`src/rtl/sync_fifo_prog_if.sv`:
```
// Producer/consumer bundle for sync_fifo_prog. The master modport is the
// surrounding logic; the slave modport is the FIFO itself.
interface sync_fifo_prog_if #(
  parameter int DATA_WIDTH = 32,
  parameter int DEPTH      = 8
);
  localparam int CNT_W = $clog2(DEPTH + 1);

  logic                  wr_en;
  logic [DATA_WIDTH-1:0] wr_data;
  logic                  rd_en;
  logic [CNT_W-1:0]      afull_thresh;
  logic [CNT_W-1:0]      aempty_thresh;
  logic                  flag_clr;

  logic [DATA_WIDTH-1:0] rd_data;
  logic                  rd_valid;
  logic [CNT_W-1:0]      count;
  logic                  full;
  logic                  empty;
  logic                  almost_full;
  logic                  almost_empty;
  logic                  overflow;
  logic                  underflow;

  modport master (
    output wr_en, wr_data, rd_en, afull_thresh, aempty_thresh, flag_clr,
    input  rd_data, rd_valid, count, full, empty, almost_full, almost_empty,
           overflow, underflow
  );

  modport slave (
    input  wr_en, wr_data, rd_en, afull_thresh, aempty_thresh, flag_clr,
    output rd_data, rd_valid, count, full, empty, almost_full, almost_empty,
           overflow, underflow
  );
endinterface

```
`src/rtl/sync_fifo_prog.sv`:
```
// Single-clock FIFO of arbitrary depth with runtime thresholds and sticky errors.
// Define SYNC_FIFO_FWFT_EN for first-word-fall-through reads; default is a 1-clock registered read.
module sync_fifo_prog #(
  parameter int DATA_WIDTH = 32,
  parameter int DEPTH      = 8
) (
  input  logic           clk_in,
  input  logic           areset_b,
  sync_fifo_prog_if.slave bus
);
  localparam int PTR_W = $clog2(DEPTH);
  localparam int CNT_W = $clog2(DEPTH + 1);
  localparam logic [PTR_W-1:0] LAST_PTR = PTR_W'(DEPTH - 1);
  localparam logic [CNT_W-1:0] FULL_CNT = CNT_W'(DEPTH);

  logic [DATA_WIDTH-1:0] r_mem [DEPTH];
  logic [PTR_W-1:0]      r_wr_ptr;
  logic [PTR_W-1:0]      r_rd_ptr;
  logic [CNT_W-1:0]      r_count;
  logic                  r_overflow;
  logic                  r_underflow;

  logic w_full;
  logic w_empty;
  logic w_push_ok;
  logic w_pop_ok;
  logic w_ovf_set;
  logic w_udf_set;

  // Explicit wrap so non-power-of-two depths never index past the last entry.
  function automatic logic [PTR_W-1:0] ptr_inc(input logic [PTR_W-1:0] p);
    return (p == LAST_PTR) ? '0 : p + PTR_W'(1);
  endfunction

  assign w_full    = (r_count == FULL_CNT);
  assign w_empty   = (r_count == '0);
  assign w_push_ok = bus.wr_en & ~w_full;
  assign w_pop_ok  = bus.rd_en & ~w_empty;
  assign w_ovf_set = bus.wr_en & w_full;
  assign w_udf_set = bus.rd_en & w_empty;

  // NOTE: storage has no reset; occupancy is tracked by the pointers, so stale
  // words are never observable and the array can map onto plain RAM.
  always_ff @(posedge clk_in) begin
    if (w_push_ok) r_mem[r_wr_ptr] <= bus.wr_data;
  end

  // NOTE: all sequential state uses non-blocking assignment so every register
  // samples pre-edge values regardless of process ordering.
  always_ff @(posedge clk_in or negedge areset_b) begin
    if (!areset_b) begin
      r_wr_ptr <= '0;
      r_rd_ptr <= '0;
      r_count  <= '0;
    end else begin
      if (w_push_ok) r_wr_ptr <= ptr_inc(r_wr_ptr);
      if (w_pop_ok)  r_rd_ptr <= ptr_inc(r_rd_ptr);
      unique case ({w_push_ok, w_pop_ok})
        2'b10:   r_count <= r_count + CNT_W'(1);
        2'b01:   r_count <= r_count - CNT_W'(1);
        default: r_count <= r_count;
      endcase
    end
  end

  // A fresh error wins over a coincident clear so no event is ever lost.
  always_ff @(posedge clk_in or negedge areset_b) begin
    if (!areset_b) begin
      r_overflow  <= 1'b0;
      r_underflow <= 1'b0;
    end else begin
      if (w_ovf_set)         r_overflow  <= 1'b1;
      else if (bus.flag_clr) r_overflow  <= 1'b0;
      if (w_udf_set)         r_underflow <= 1'b1;
      else if (bus.flag_clr) r_underflow <= 1'b0;
    end
  end

`ifdef SYNC_FIFO_FWFT_EN
  assign bus.rd_data  = w_empty ? '0 : r_mem[r_rd_ptr];
  assign bus.rd_valid = ~w_empty;
`else
  logic [DATA_WIDTH-1:0] r_rd_data;
  logic                  r_rd_valid;

  always_ff @(posedge clk_in or negedge areset_b) begin
    if (!areset_b) begin
      r_rd_data  <= '0;
      r_rd_valid <= 1'b0;
    end else begin
      r_rd_valid <= w_pop_ok;
      if (w_pop_ok) r_rd_data <= r_mem[r_rd_ptr];
    end
  end

  assign bus.rd_data  = r_rd_data;
  assign bus.rd_valid = r_rd_valid;
`endif

  assign bus.count        = r_count;
  assign bus.full         = w_full;
  assign bus.empty        = w_empty;
  assign bus.almost_full  = (r_count >= bus.afull_thresh);
  assign bus.almost_empty = (r_count <= bus.aempty_thresh);
  assign bus.overflow     = r_overflow;
  assign bus.underflow    = r_underflow;
endmodule

```
`src/flat_wrapper.sv`:
```
// flat-port wrapper written by rule: the top's interface ports become plain ports
module sync_fifo_prog_flat 
#(
  parameter int DATA_WIDTH = 32,
  parameter int DEPTH      = 8
)
  (clk_in, areset_b, bus_wr_en, bus_wr_data, bus_rd_en, bus_afull_thresh, bus_aempty_thresh, bus_flag_clr, bus_rd_data, bus_rd_valid, bus_count, bus_full, bus_empty, bus_almost_full, bus_almost_empty, bus_overflow, bus_underflow);
  sync_fifo_prog_if #(.DATA_WIDTH(DATA_WIDTH), .DEPTH(DEPTH)) bus_i ();
  input  logic clk_in;
  input  logic areset_b;
  input wire logic [$bits(bus_i.wr_en)-1:0] bus_wr_en;
  input wire logic [$bits(bus_i.wr_data)-1:0] bus_wr_data;
  input wire logic [$bits(bus_i.rd_en)-1:0] bus_rd_en;
  input wire logic [$bits(bus_i.afull_thresh)-1:0] bus_afull_thresh;
  input wire logic [$bits(bus_i.aempty_thresh)-1:0] bus_aempty_thresh;
  input wire logic [$bits(bus_i.flag_clr)-1:0] bus_flag_clr;
  output wire logic [$bits(bus_i.rd_data)-1:0] bus_rd_data;
  output wire logic [$bits(bus_i.rd_valid)-1:0] bus_rd_valid;
  output wire logic [$bits(bus_i.count)-1:0] bus_count;
  output wire logic [$bits(bus_i.full)-1:0] bus_full;
  output wire logic [$bits(bus_i.empty)-1:0] bus_empty;
  output wire logic [$bits(bus_i.almost_full)-1:0] bus_almost_full;
  output wire logic [$bits(bus_i.almost_empty)-1:0] bus_almost_empty;
  output wire logic [$bits(bus_i.overflow)-1:0] bus_overflow;
  output wire logic [$bits(bus_i.underflow)-1:0] bus_underflow;
  assign bus_i.wr_en = bus_wr_en;
  assign bus_i.wr_data = bus_wr_data;
  assign bus_i.rd_en = bus_rd_en;
  assign bus_i.afull_thresh = bus_afull_thresh;
  assign bus_i.aempty_thresh = bus_aempty_thresh;
  assign bus_i.flag_clr = bus_flag_clr;
  assign bus_rd_data = bus_i.rd_data;
  assign bus_rd_valid = bus_i.rd_valid;
  assign bus_count = bus_i.count;
  assign bus_full = bus_i.full;
  assign bus_empty = bus_i.empty;
  assign bus_almost_full = bus_i.almost_full;
  assign bus_almost_empty = bus_i.almost_empty;
  assign bus_overflow = bus_i.overflow;
  assign bus_underflow = bus_i.underflow;
  sync_fifo_prog #(.DATA_WIDTH(DATA_WIDTH), .DEPTH(DEPTH)) u_core (.clk_in(clk_in), .areset_b(areset_b), .bus(bus_i));
endmodule
```
`config.mk`:
```
export PLATFORM = sky130hd
export DESIGN_NAME = sync_fifo_prog_flat
export DESIGN_NICKNAME = d
export VERILOG_FILES = /design/src/rtl/sync_fifo_prog_if.sv /design/src/rtl/sync_fifo_prog.sv /design/src/flat_wrapper.sv
export SDC_FILE = /design/constraint.sdc
export NUM_CORES = 1
export LEC_CHECK = 0
export ABC_CLOCK_PERIOD_IN_PS = 6300
export CAP_MARGIN = 30
export CELL_PAD_IN_SITES_DETAIL_PLACEMENT = 1
export CELL_PAD_IN_SITES_GLOBAL_PLACEMENT = 2
export CORE_MARGIN = 3
export CORE_UTILIZATION = 44
export DETAILED_ROUTE_END_ITERATION = 8
export PLACE_DENSITY = 0.77
export SYNTH_ARGS = -nofsm -noshare
export SYNTH_HDL_FRONTEND = slang
export SYNTH_SLANG_ARGS = --single-unit
```
`constraint.sdc`:
```
create_clock -name clk_in -period 6.3 [get_ports clk_in]
set_input_delay 1.26 -clock clk_in [delete_from_list [all_inputs] [get_ports clk_in]]
set_output_delay 1.26 -clock clk_in [all_outputs]
set_load 0.01 [all_outputs]
```
## Word level (Yosys, flattened, before mapping)

Memory sizes are Yosys's and may differ from the RTL's. A register that Yosys moved wholly into a read port is not among the register bits.
Cells that the tools add are included.
Widths: inputs -> output; s select.

- Register bits: 13
- Bits in writable memories: 256
- Bits of input ports: 45
- Output and inout bits: 43
- Word-level logic and storage cells: 37
- Memories: 1

- Add/sub/neg operators: 4
- $lt $le $gt $ge: 2
- Eq/ne operators: 5
- Multiplexer cells: 8
- Bitwise logic cells: 6
- Reductions and logical operators: 5

Memories:

| name | depth | width | rd ports | clocked after Yosys merged registers in | write ports | RTL line | source |
|---|---|---|---|---|---|---|---|
| u_core.r_mem | 8 | 32 | 1 | 1 | 1 | sync_fifo_prog.sv:16 | `logic [DATA_WIDTH-1:0] r_mem [DEPTH];` |

Operators by type and width:

| operator | count |
|---|---|
| $pmux 4 s2 | 1 |
| $add 3x1->3 const B | 2 |
| $eq 3x3->1 const B | 2 |
| $mux 3 | 2 |
| $reduce_bool 2->1 | 3 |
| $mux 1 | 5 |
| $add 4x1->4 const B | 1 |
| $and 1x1->1 | 4 |
| $eq 4x4->1 const B | 1 |
| $ge 4x4->1 | 1 |
| $le 4x4->1 | 1 |
| $logic_not 4->1 | 1 |
| $sub 4x1->4 const B | 1 |
| $eq 2x1->1 const B | 1 |
| $eq 2x2->1 const B | 1 |
| $not 1->1 | 2 |
| $logic_not 1->1 | 1 |

## Logic depth before layout (Yosys ltp)

- Depth in word-level cells: 5
- Gate-level depth with buffers: 13
- Depth with buffers taken out: 10

## Least setup slack after synthesis

Ideal clock, no wire load.

- Path type: input to register
- From: in bus_wr_en
- To: mem u_core.r_mem[0][0], enable pin
- Setup time: 501 ps
- Data arrival time: 4,533 ps
- Data required time: 5,799 ps
- Setup slack: 1,266 ps
- Stages: 3
- Buffers on the path: 1
- Cells stage by stage: nand2b_1 buf_4 nor4_1

- Word-level cells in the longest chain between the ends: 3

RTL lines:

| item | RTL line | source |
|---|---|---|
| start: declaration | flat_wrapper.sv:11 | `input wire logic [$bits(bus_i.wr_en)-1:0] bus_wr_en;` |
| $and 1x1->1 | sync_fifo_prog.sv:37 | `assign w_push_ok = bus.wr_en & ~w_full;` |
| $mux 1 | sync_fifo_prog.sv:45 | `if (w_push_ok) r_mem[r_wr_ptr] <= bus.wr_data;` |
| $mux 1 (implied by the code) | sync_fifo_prog.sv:45 |  |
| end: declaration | sync_fifo_prog.sv:16 |  |

Every way passes these cells.

## Worst setup path in the final report

- From: in bus_aempty_thresh[1]
- To: out bus_almost_empty

- Word-level cells in the longest chain between the ends: 1

RTL lines:

| item | RTL line | source |
|---|---|---|
| start: declaration | flat_wrapper.sv:15 | `input wire logic [$bits(bus_i.aempty_thresh)-1:0] bus_aempty_thresh;` |
| $le 4x4->1 | sync_fifo_prog.sv:104 | `assign bus.almost_empty = (r_count <= bus.aempty_thresh);` |
| end: declaration | flat_wrapper.sv:23 | `output wire logic [$bits(bus_i.almost_empty)-1:0] bus_almost_empty;` |

Every way passes these cells.

==> impl_metrics.yaml <==
run_status:
  status: "complete, no violations"
sta:
  final.setup.tns_ns: 0
  max_freq_mhz: 219.0
  final.period_utilization_pct: 72.47
  worst_slew_pin_slew_ns: 0.9854
  skew_ns: 0.01168
  hold_violations: 0
  period_minus_slack_ns: 4.566
  slew_viol_final: 0
  setup_viol: 0
  max_slew_margin_pct: 34.15
  rsz0062_at_grt: "no"
clocking:
  clock-sinks: 301
  clock_latency_ns: 0.54
  cts-root-buf: "clkbuf_16"
  postCtsSetupBuffers: 0
  tritoncts: "built"
  cts_buffers: 31
  cts.htree.levels: 1
  postCtsResizedCells: 0
  path_clk_slew_ns: 0.06
  postCtsHoldBufs: 0
  clockBufferDepth: 3
synth:
  synth_seq_area_share_pct: 74.37
  postSynthCellCount: 675
  synth-edff-count: 256
  ys_seq_elements: 301
  syn-cell-area_um2: 11850
  synth_nets: 735
  ys_types: 37
  async_reset_ff_share_pct: 14.95
  synth_flop_cell: "edfxtp_1"
  yosysWarnings: 0
  avgSynthCellArea_um2: 17.56
global_route:
  grt_util_all_layers_pct: 17.90
  grt_use_met2_pct: 32.35
  gr-usage-met1_pct: 23.22
  first_global_vias: 6981
  met3_usage_pct: 2.880
  grt_start_max_net_pins: 70
  antenna_found_initial: 0
  grt.overflow.total: 0
  grt_pass1_wl_um: 39890
  grt.busiest_layer: "met2"
drt:
  routed_wl_um: 25770
  vias: 6267
  drc: 0
  drt-initial-drc-count: 405
  vias_per_cell: 5.536
  ant_nets: 0
  drt-wirelength-per-cell_um: 22.77
  dr.pass1.iters: 5
finish:
  final_cell_mix: "edfxtp_1 (256), clkdlybuf4s50_1 (86), mux2_2 (67), mux2i_1 (64), dfrtp_1 (44)"
  n_antenna_cell: 0
  final_common_cell: "edfxtp_1"
  drive_above_1_share_pct: 17.19
  synthToLayoutAreaGrowth_pct: 18.48
  post-route-util_pct: 53.43
  fin_nets: 834
setup_path:
  slowest_delay_ns: 0.59
  crit_family: "buffers and inverters"
  path_class: "in2out"
  critical_path.cell_chain: "clkdlybuf4s50_1 -> inv_1 -> ha_1 -> nor2b_1 -> o21a_1 -> o21a_1 -> o21ai_0 -> clkdlybuf4s50_1"
  cp_slowest_cell: "clkdlybuf4s50_1"
  worst-endpoint-arrival_ns: 3.31
  start_kind: "input port"
  endpoint_kind: "output port"
  worstPathRequired_ns: 5.04
  worstPathMaxFanout: 2
  cp_num_buf_inv: 3
pwr:
  p_seq_share_pct: 42.8
  p_per_area_nw_per_um2: 461.2
  p_leak_nw: 4.892
  pwr-share-clk_pct: 26.0
  p_comb_share_pct: 31.2
  power.total_mw: 6.476
  switchingPower_mw: 1.990
  swShare_pct: 30.73
  vdd_ir_drop_max_mv: 0.2556
  intPower_mw: 4.486
die:
  pin_count: 88
  die_y_um: 170.1
  std_cell_rows: 59
  start_util_pct: 45.10
  die_w_um: 170.1
  core_um2: 26280
  die-area_um2: 28940
placement:
  hpwlAfterDp_um: 13930
  place.gp.congestion: 0.7082
  port_buffers: 87
run:
  drv_cap: 0
worst_hold_path:
  hp-class: "reg2reg"
Yosys cell counts (10+ instances only):
cell type    n  area (µm²)
nand2_1     36       135.1
mux2_2      67       754.5
clkbuf_1    10       37.54
edfxtp_1   256        7687
a22oi_1     25       187.7
buf_2       10       50.05
dfrtp_1     45        1126
buf_6       10       112.6
o221ai_1    25       219.0
ha_1        15       187.7
mux2i_1     64       640.6
o21ai_0     28       140.1
inv_1       10       37.54
layout make-up:
| class | instances | area [µm²] |
|---|---|---|
| inverter | 10 | 37.54 |
| fill | 2425 | 12240 |
| timing repair buffer | 103 | 1031 |
| tap | 335 | 419.2 |
| clock inverter | 7 | 56.30 |
| sequential | 301 | 8817 |
| clock buffer | 49 | 873.3 |
| multi-input combinational | 327 | 2806 |
per-layer routing:
layer	routed length (µm)	share of wire, %
met1	10660	41
met2	13620	53
met3	1135	4.4
met4	352	1.4
met5	0	0
per-stage QoR:
stage | hold WS [ns] | cells | setup WS, ns | instance area [µm²]
2_1_floorplan | 0.5100 | 675 | 1.266 | 11850
3_3_place_gp | 0.4622 | 1073 | 1.874 | 13040
3_5_place_dp | 0.4722 | 1076 | 1.731 | 13110
4_1_cts | 0.4859 | 1132 | 1.708 | 14040
5_1_grt | 0.5065 | 1132 | 1.664 | 14040
6_report | 0.4854 | 1132 | 1.734 | 14040
sequential cells by signal (all words and copies together), names as in the netlist:
name                  cells
u_core.bus.count          4
u_core.bus.overflow       1
u_core.bus.rd_data       32
u_core.bus.rd_valid       1
u_core.bus.underflow      1
u_core.r_mem            256
u_core.r_rd_ptr           3
u_core.r_wr_ptr           3
worst register-to-register path: cells and delay by family, from the launching register on:
family	cells	cell delay, ns
buf+inv	2	0.77
simple gates	3	0.59
flops	1	0.54
fa+ha+maj	2	0.52
xor+xnor	3	0.48
compound gates	1	0.14
power by group through the flow:
stage | logic, mW | clock network (mW) | registers, mW
global placement | 1.92 | 0 | 2.78
detailed placement | 2.04 | 0 | 2.82
CTS | 2.06 | 1.72 | 2.78
floorplan | 1.25 | 0 | 2.82
finish | 2.02 | 1.68 | 2.77
global route | 2.21 | 1.81 | 2.82
cell families (layout without fill, tap and decap cells):
group,after synthesis,count (layout),synth area share [%]
mux,133,133,11.96
compound gates,110,110,6.524
buf+inv,47,169,2.534
simple gates,64,64,2.661
xor+xnor,5,5,0.3695
fa+ha+maj,15,15,1.584
flops,301,301,74.37
path summary, 6_finish.rpt:
kind | start | endpoint | cells after the start | slack, ns
hold reg to reg | u_core.bus.rd_data[26] | u_core.bus.rd_data[26] | 2 | 0.49
setup reg to reg | u_core.bus.count[2] | u_core.bus.count[2] | 11 | 3.12
hold / removal | u_core.bus.rd_data[26] | u_core.bus.rd_data[26] | 2 | 0.49
max in group asynchronous | areset_b | u_core.r_rd_ptr[0] | 2 | 4.93
setup / recovery | bus_aempty_thresh[1] | bus_almost_empty | 8 | 1.73
min in group asynchronous | areset_b | u_core.r_rd_ptr[0] | 2 | 0.86
Power figures use the tool's default switching activity.
